**src/rtl/bpm_window_ctrl_if.sv**
```systemverilog
// Handshake bundle between the measurement-window controller and its user/pulse counter.
// master drives start/continuous/count_in; slave (the controller) drives the rest.
interface bpm_window_ctrl_if;
  logic       start;
  logic       continuous;
  logic [7:0] count_in;
  logic       cnt_en;
  logic       cnt_clr;
  logic [7:0] bpm;
  logic       bpm_valid;
  logic       busy;
  logic [7:0] sec_left;

  modport master (
    output start, continuous, count_in,
    input  cnt_en, cnt_clr, bpm, bpm_valid, busy, sec_left
  );

  modport slave (
    input  start, continuous, count_in,
    output cnt_en, cnt_clr, bpm, bpm_valid, busy, sec_left
  );
endinterface

```
**src/rtl/bpm_window_ctrl.sv**
```systemverilog
// Measurement-window controller: gates the pulse counter for WINDOW_S seconds and converts the count to BPM.
// Optional macro BPM_AVG_EN reports the running mean of the last four saturated results.
module bpm_window_ctrl #(
  parameter int unsigned CLK_HZ   = 100000000,
  parameter int unsigned WINDOW_S = 15
) (
  input  logic                clk,
  input  logic                rst,
  bpm_window_ctrl_if.slave    bus
);

  localparam int unsigned MULT = 60 / WINDOW_S;
  localparam int unsigned PW   = (CLK_HZ > 1) ? $clog2(CLK_HZ) : 1;
  localparam logic [PW-1:0] PRESC_MAX = PW'(CLK_HZ - 1);

  localparam logic [2:0] S_IDLE   = 3'd0;
  localparam logic [2:0] S_CLEAR  = 3'd1;
  localparam logic [2:0] S_GATE   = 3'd2;
  localparam logic [2:0] S_SETTLE = 3'd3;
  localparam logic [2:0] S_CALC   = 3'd4;

  logic [2:0]    state_q, state_d;
  logic [PW-1:0] presc_q, presc_d;
  logic [7:0]    sec_q, sec_d;
  logic [7:0]    cap_q, cap_d;
  logic [7:0]    bpm_q, bpm_new;
  logic          valid_q;
  logic          cnt_en_q;
  logic          cnt_clr_q;
  logic          busy_q;
  logic [7:0]    sec_left_q;
  logic [14:0]   prod;
  logic [7:0]    sat;
  logic          calc_go;

  always_comb begin
    state_d = state_q;
    presc_d = presc_q;
    sec_d   = sec_q;
    cap_d   = cap_q;
    case (state_q)
      S_IDLE: begin
        if (bus.start) state_d = S_CLEAR;
      end
      S_CLEAR: begin
        presc_d = '0;
        sec_d   = 8'(WINDOW_S);
        state_d = S_GATE;
      end
      S_GATE: begin
        if (presc_q == PRESC_MAX) begin
          presc_d = '0;
          sec_d   = sec_q - 8'd1;
          if (sec_q == 8'd1) state_d = S_SETTLE;
        end else begin
          presc_d = presc_q + 1'b1;
        end
      end
      S_SETTLE: begin
        cap_d   = bus.count_in;
        state_d = S_CALC;
      end
      S_CALC: begin
        state_d = bus.continuous ? S_CLEAR : S_IDLE;
      end
      default: state_d = S_IDLE;
    endcase
  end

  // Result is computed on the SETTLE->CALC edge from the value being captured,
  // so bpm and bpm_valid appear together in the CALC cycle.
  assign calc_go = (state_q == S_SETTLE);
  assign prod    = {7'b0, cap_d} * 15'(MULT);
  assign sat     = (|prod[14:8]) ? 8'hFF : prod[7:0];

`ifdef BPM_AVG_EN
  logic [7:0] hist_q [4];
  logic       hist_init_q;
  logic [9:0] sum;

  always_comb begin
    if (!hist_init_q) sum = {sat, 2'b00};
    else sum = 10'(sat) + 10'(hist_q[0]) + 10'(hist_q[1]) + 10'(hist_q[2]);
    bpm_new = 8'(sum >> 2);
  end

  always_ff @(posedge clk or negedge rst) begin
    if (!rst) begin
      for (int unsigned i = 0; i < 4; i++) hist_q[i] <= '0;
      hist_init_q <= 1'b0;
    end else if (calc_go) begin
      hist_init_q <= 1'b1;
      if (!hist_init_q) begin
        for (int unsigned i = 0; i < 4; i++) hist_q[i] <= sat;
      end else begin
        hist_q[0] <= sat;
        for (int unsigned i = 1; i < 4; i++) hist_q[i] <= hist_q[i-1];
      end
    end
  end
`else
  assign bpm_new = sat;
`endif

  always_ff @(posedge clk or negedge rst) begin
    if (!rst) begin
      state_q    <= S_IDLE;
      presc_q    <= '0;
      sec_q      <= '0;
      cap_q      <= '0;
      bpm_q      <= '0;
      valid_q    <= 1'b0;
      cnt_en_q   <= 1'b0;
      cnt_clr_q  <= 1'b0;
      busy_q     <= 1'b0;
      sec_left_q <= '0;
    end else begin
      state_q    <= state_d;
      presc_q    <= presc_d;
      sec_q      <= sec_d;
      cap_q      <= cap_d;
      valid_q    <= calc_go;
      cnt_en_q   <= (state_d == S_GATE);
      cnt_clr_q  <= (state_d == S_CLEAR);
      busy_q     <= (state_d != S_IDLE);
      sec_left_q <= (state_d == S_GATE) ? sec_d : '0;
      if (calc_go) bpm_q <= bpm_new;
    end
  end

  assign bus.cnt_en    = cnt_en_q;
  assign bus.cnt_clr   = cnt_clr_q;
  assign bus.bpm       = bpm_q;
  assign bus.bpm_valid = valid_q;
  assign bus.busy      = busy_q;
  assign bus.sec_left  = sec_left_q;

endmodule

```
**src/flat_wrapper.sv**
```systemverilog
// flat-port wrapper written by rule: the top's interface ports become plain ports
module bpm_window_ctrl_flat 
#(
  parameter int unsigned CLK_HZ   = 100000000,
  parameter int unsigned WINDOW_S = 15
)
  (clk, rst, bus_start, bus_continuous, bus_count_in, bus_cnt_en, bus_cnt_clr, bus_bpm, bus_bpm_valid, bus_busy, bus_sec_left);
  bpm_window_ctrl_if bus_i ();
  input  logic clk;
  input  logic rst;
  input wire logic [$bits(bus_i.start)-1:0] bus_start;
  input wire logic [$bits(bus_i.continuous)-1:0] bus_continuous;
  input wire logic [$bits(bus_i.count_in)-1:0] bus_count_in;
  output wire logic [$bits(bus_i.cnt_en)-1:0] bus_cnt_en;
  output wire logic [$bits(bus_i.cnt_clr)-1:0] bus_cnt_clr;
  output wire logic [$bits(bus_i.bpm)-1:0] bus_bpm;
  output wire logic [$bits(bus_i.bpm_valid)-1:0] bus_bpm_valid;
  output wire logic [$bits(bus_i.busy)-1:0] bus_busy;
  output wire logic [$bits(bus_i.sec_left)-1:0] bus_sec_left;
  assign bus_i.start = bus_start;
  assign bus_i.continuous = bus_continuous;
  assign bus_i.count_in = bus_count_in;
  assign bus_cnt_en = bus_i.cnt_en;
  assign bus_cnt_clr = bus_i.cnt_clr;
  assign bus_bpm = bus_i.bpm;
  assign bus_bpm_valid = bus_i.bpm_valid;
  assign bus_busy = bus_i.busy;
  assign bus_sec_left = bus_i.sec_left;
  bpm_window_ctrl #(.CLK_HZ(CLK_HZ), .WINDOW_S(WINDOW_S)) u_core (.clk(clk), .rst(rst), .bus(bus_i));
endmodule
```
**config.mk**
```make
export PLATFORM = sky130hd
export DESIGN_NAME = bpm_window_ctrl_flat
export DESIGN_NICKNAME = d
export VERILOG_FILES = /design/src/rtl/bpm_window_ctrl_if.sv /design/src/rtl/bpm_window_ctrl.sv /design/src/flat_wrapper.sv
export SDC_FILE = /design/constraint.sdc
export NUM_CORES = 1
export LEC_CHECK = 0
export BUFFER_PORTS_ARGS = -buffer_cell sky130_fd_sc_hd__buf_2
export CAP_MARGIN = 25
export CORE_MARGIN = 4
export CORE_UTILIZATION = 40
export CTS_BUF_LIST = sky130_fd_sc_hd__clkbuf_4 sky130_fd_sc_hd__clkbuf_8
export DETAILED_ROUTE_END_ITERATION = 8
export HOLD_SLACK_MARGIN = 0.06
export SLEW_MARGIN = 30
export SYNTH_ARGS = -nofsm -noshare
export SYNTH_HDL_FRONTEND = slang
export SYNTH_SLANG_ARGS = --single-unit
export TNS_END_PERCENT = 30
```
**constraint.sdc**
```tcl
create_clock -name clk -period 4.55 [get_ports clk]
set_input_delay 0.2275 -clock clk [delete_from_list [all_inputs] [get_ports clk]]
set_output_delay 0.2275 -clock clk [all_outputs]
set_load 0.005 [all_outputs]
```
==> results.cfg <==
[power]
swShare = 0.208
intPower_uw = 856
power.switching_uw = 224
clockPowerShare = 0.515
p_per_area_nw_per_um2 = 318
p_leak_uw = 0.00151
ir_drop_mv = 0.142
power_frac_comb = 0.016
p_seq_frac = 0.469

[clock_network]
h-tree-depth = 3
clockBufferDepth = 2
cts_buffers = 9
clock_latency_ns = 0.34
cts.clk_slew.worst_paths_ns = 0.07
clock_sinks = 57
cts_root_buffer = clkbuf_8
cts_tree = done
post_cts_resized = 0

[final_layout]
insertedDiodeCount = 0
drive_above_1_share = 0.173
area_growth_pct = 15.5
fin_util = 0.487
nets = 362

[worst_setup_path]
worstPathMaxFanout = 15
critPathMaxStageDelay_ns = 0.49
crit_path_end_kind = flop
path_cells = ha_1 > nand3_1 > nor4_4 > a21o_1 > o21ai_0 > a22o_1
cp.required_ns = 4.77
cp_top_family = compound AO/OA/AOI/OAI gates
crit_type = flop to flop
worstPathArrival_ns = 2.67
cp-start-kind = flop
critPathSlowestCell = nor4_4
path_buf_inv = 0

[synth]
synthTopCellsByArea = dfrtp_1 48%, nand2_1 5.9%, o21ai_0 4.8%
synth_commonest_cells = 57 x dfrtp_1, 46 x nand2_1, 28 x o21ai_0
yosysTopAreaCellShare = 0.485
yosysUniqueCellTypes = 51
syn_area_sq_um = 2940
yosysTopAreaCell = dfrtp_1
synth_ff_type = dfrtp_1
yosysWarnings = 0
syn_avg_cell_area_sq_um = 9.22
synth-edff-count = 0
async_flop_share = 1.00
syn-num-nets = 334
yosysSeqAreaShare = 0.485
synthesis.instances = 319
post-synth-top-count-cell = dfrtp_1
synth_seq_cells = 57

[floorplan]
die-width_microns = 93.8
start_util = 0.421
die-area_sq_um = 8790
fp.dieH_microns = 93.8
core_area_sq_um = 6980
rows = 30
io_pins = 32

[sta]
slew_headroom = 0.447
tightest_slew_ns = 0.822
finClkSkew_ns = 0.0117
setup_violations = 0
setup_tns_ns = 0
period_share = 0.538
fin_crit_ns = 2.45
hold_viol_final = 0
rsz0062_at_grt = false
fmax_ghz = 0.409
slew_violations = 0

[route]
via_per_inst = 5.40
dr.pass1.iters = 4
wl_met3_microns = 304
drc = 0
wl_per_cell_microns = 14.4
highest_layer = met4
wl_met2_mm = 2.88
drt-initial-drc-count = 152
m1WireLength_mm = 3.17
wirelength_mm = 6.47
vias = 2420
ant_nets = 0

[grt]
grt_usage = 0.161
grt_pass1_vias = 2318
antenna_found_initial = 0
grt_overflow = 0
grt_max_degree = 58
grt_pass1_wl_mm = 11.1

[place]
post-dp-hpwl_mm = 4.27
numPortBuffers = 31
globalplace.congestion = 0.814

[run]
drv_cap = 0

[hold_path]
worstHoldPathType = input pin to flop

[run_status]
status = complete, no violations
-- flip-flops by register name, indices dropped and copies added (netlist names) --
name,count
u_core.bus.cnt_en,1
u_core.bus.busy,1
u_core.bus.sec_left,8
u_core.sec_q,8
u_core.bus.bpm_valid,1
u_core.bus.cnt_clr,1
u_core.presc_q,27
u_core.bus.bpm,7
u_core.state_q,3
-- repair_timing --
action | in CTS | in global routing
endpoints found under the setup margin | 0 | 0
hold endpoints to repair | 27 | 0
hold buffers | 1 | 0
setup buffers | 0 | 0
-- cells by family (layout without fill, tap and decap cells) --
logic type      after synthesis  in the layout  share of synthesized area
compound gates               78             78                      0.157
xor+xnor                      5              5                     0.0149
fa+ha+maj                     3              3                     0.0128
buf+inv                      31             64                     0.0447
flops                        57             57                      0.485
mux                           7              7                     0.0247
simple gates                138            138                      0.261
-- path summary, 6_finish.rpt --
check | start | end | slack, ns | cells after the start
hold / removal | bus_count_in[1] | u_core.bus.bpm[3] | 0.15 | 3
setup reg to reg | u_core.presc_q[1] | u_core.presc_q[6] | 2.10 | 6
hold reg to reg | u_core.bus.bpm[5] | u_core.bus.bpm[5] | 0.48 | 2
max in group asynchronous | rst | u_core.presc_q[13] | 3.51 | 3
setup / recovery | u_core.presc_q[1] | u_core.presc_q[6] | 2.10 | 6
min in group asynchronous | rst | u_core.bus.sec_left[3] | 0.55 | 3
-- cells in the final DEF (no fill, tap or decap), types with 3 or more instances in the layout --
cell and instances:
a21o_1 6, a21oi_1 19, a31oi_1 12, and4_1 4
buf_2 31, clkbuf_8 11, dfrtp_1 57, ha_1 3
inv_1 13, mux2i_1 5, nand2_1 46, nand3_1 11
nand4_1 12, nor2_1 16, nor3_1 10, nor4_1 8
o21ai_0 28, o31a_1 3, or2_2 4, or3_1 4
xor2_1 3
-- power groups by stage --
stage	Clock, uW	Combinational, uW	Sequential (uW)
global route	591	20.9	506
finish	557	17.4	507
floorplan	0	2.32	516
global placement	0	17.7	516
CTS	566	18.5	506
detailed placement	0	17.8	516
-- final cells by class --
| cell class | instances | area [sq um] |
|---|---|---|
| Inverter | 14 | 52.6 |
| Multi-Input combinational cell | 231 | 1380 |
| Clock buffer | 12 | 159 |
| Tap cell | 96 | 120 |
| Timing Repair Buffer | 34 | 180 |
| Clock inverter | 4 | 75.1 |
| Fill cell | 698 | 3580 |
| Sequential cell | 57 | 1430 |
-- per-layer routing --
| metal | GRT usage | up-vias |
|---|---|---|
| met4 | 0.0770 | 0 |
| li1 | - | 1215 |
| met2 | 0.243 | 53 |
| met3 | 0.0385 | 12 |
| met1 | 0.216 | 1140 |
| met5 | 0 | - |
-- worst reg2reg max path, cell delays in order, from the launching register on --
cell,delay (ns)
dfrtp_1,0.42
ha_1,0.25
nand3_1,0.28
nor4_4,0.49
a21o_1,0.49
o21ai_0,0.18
a22o_1,0.21
-- metrics by stage --
step	area (sq um)	instances	worst slack, ns	hold slack [ns]	power (uW)
2_1_floorplan	2940	319	2.45	-0.0681	519
3_3_place_gp	3150	431	2.16	0.419	534
3_5_place_dp	3150	431	2.09	0.419	534
4_1_cts	3400	448	2.08	0.145	1090
5_1_grt	3400	448	1.81	0.160	1120
6_report	3400	448	2.10	0.150	1080
No activity file was read; power rests on OpenSTA's default activity.
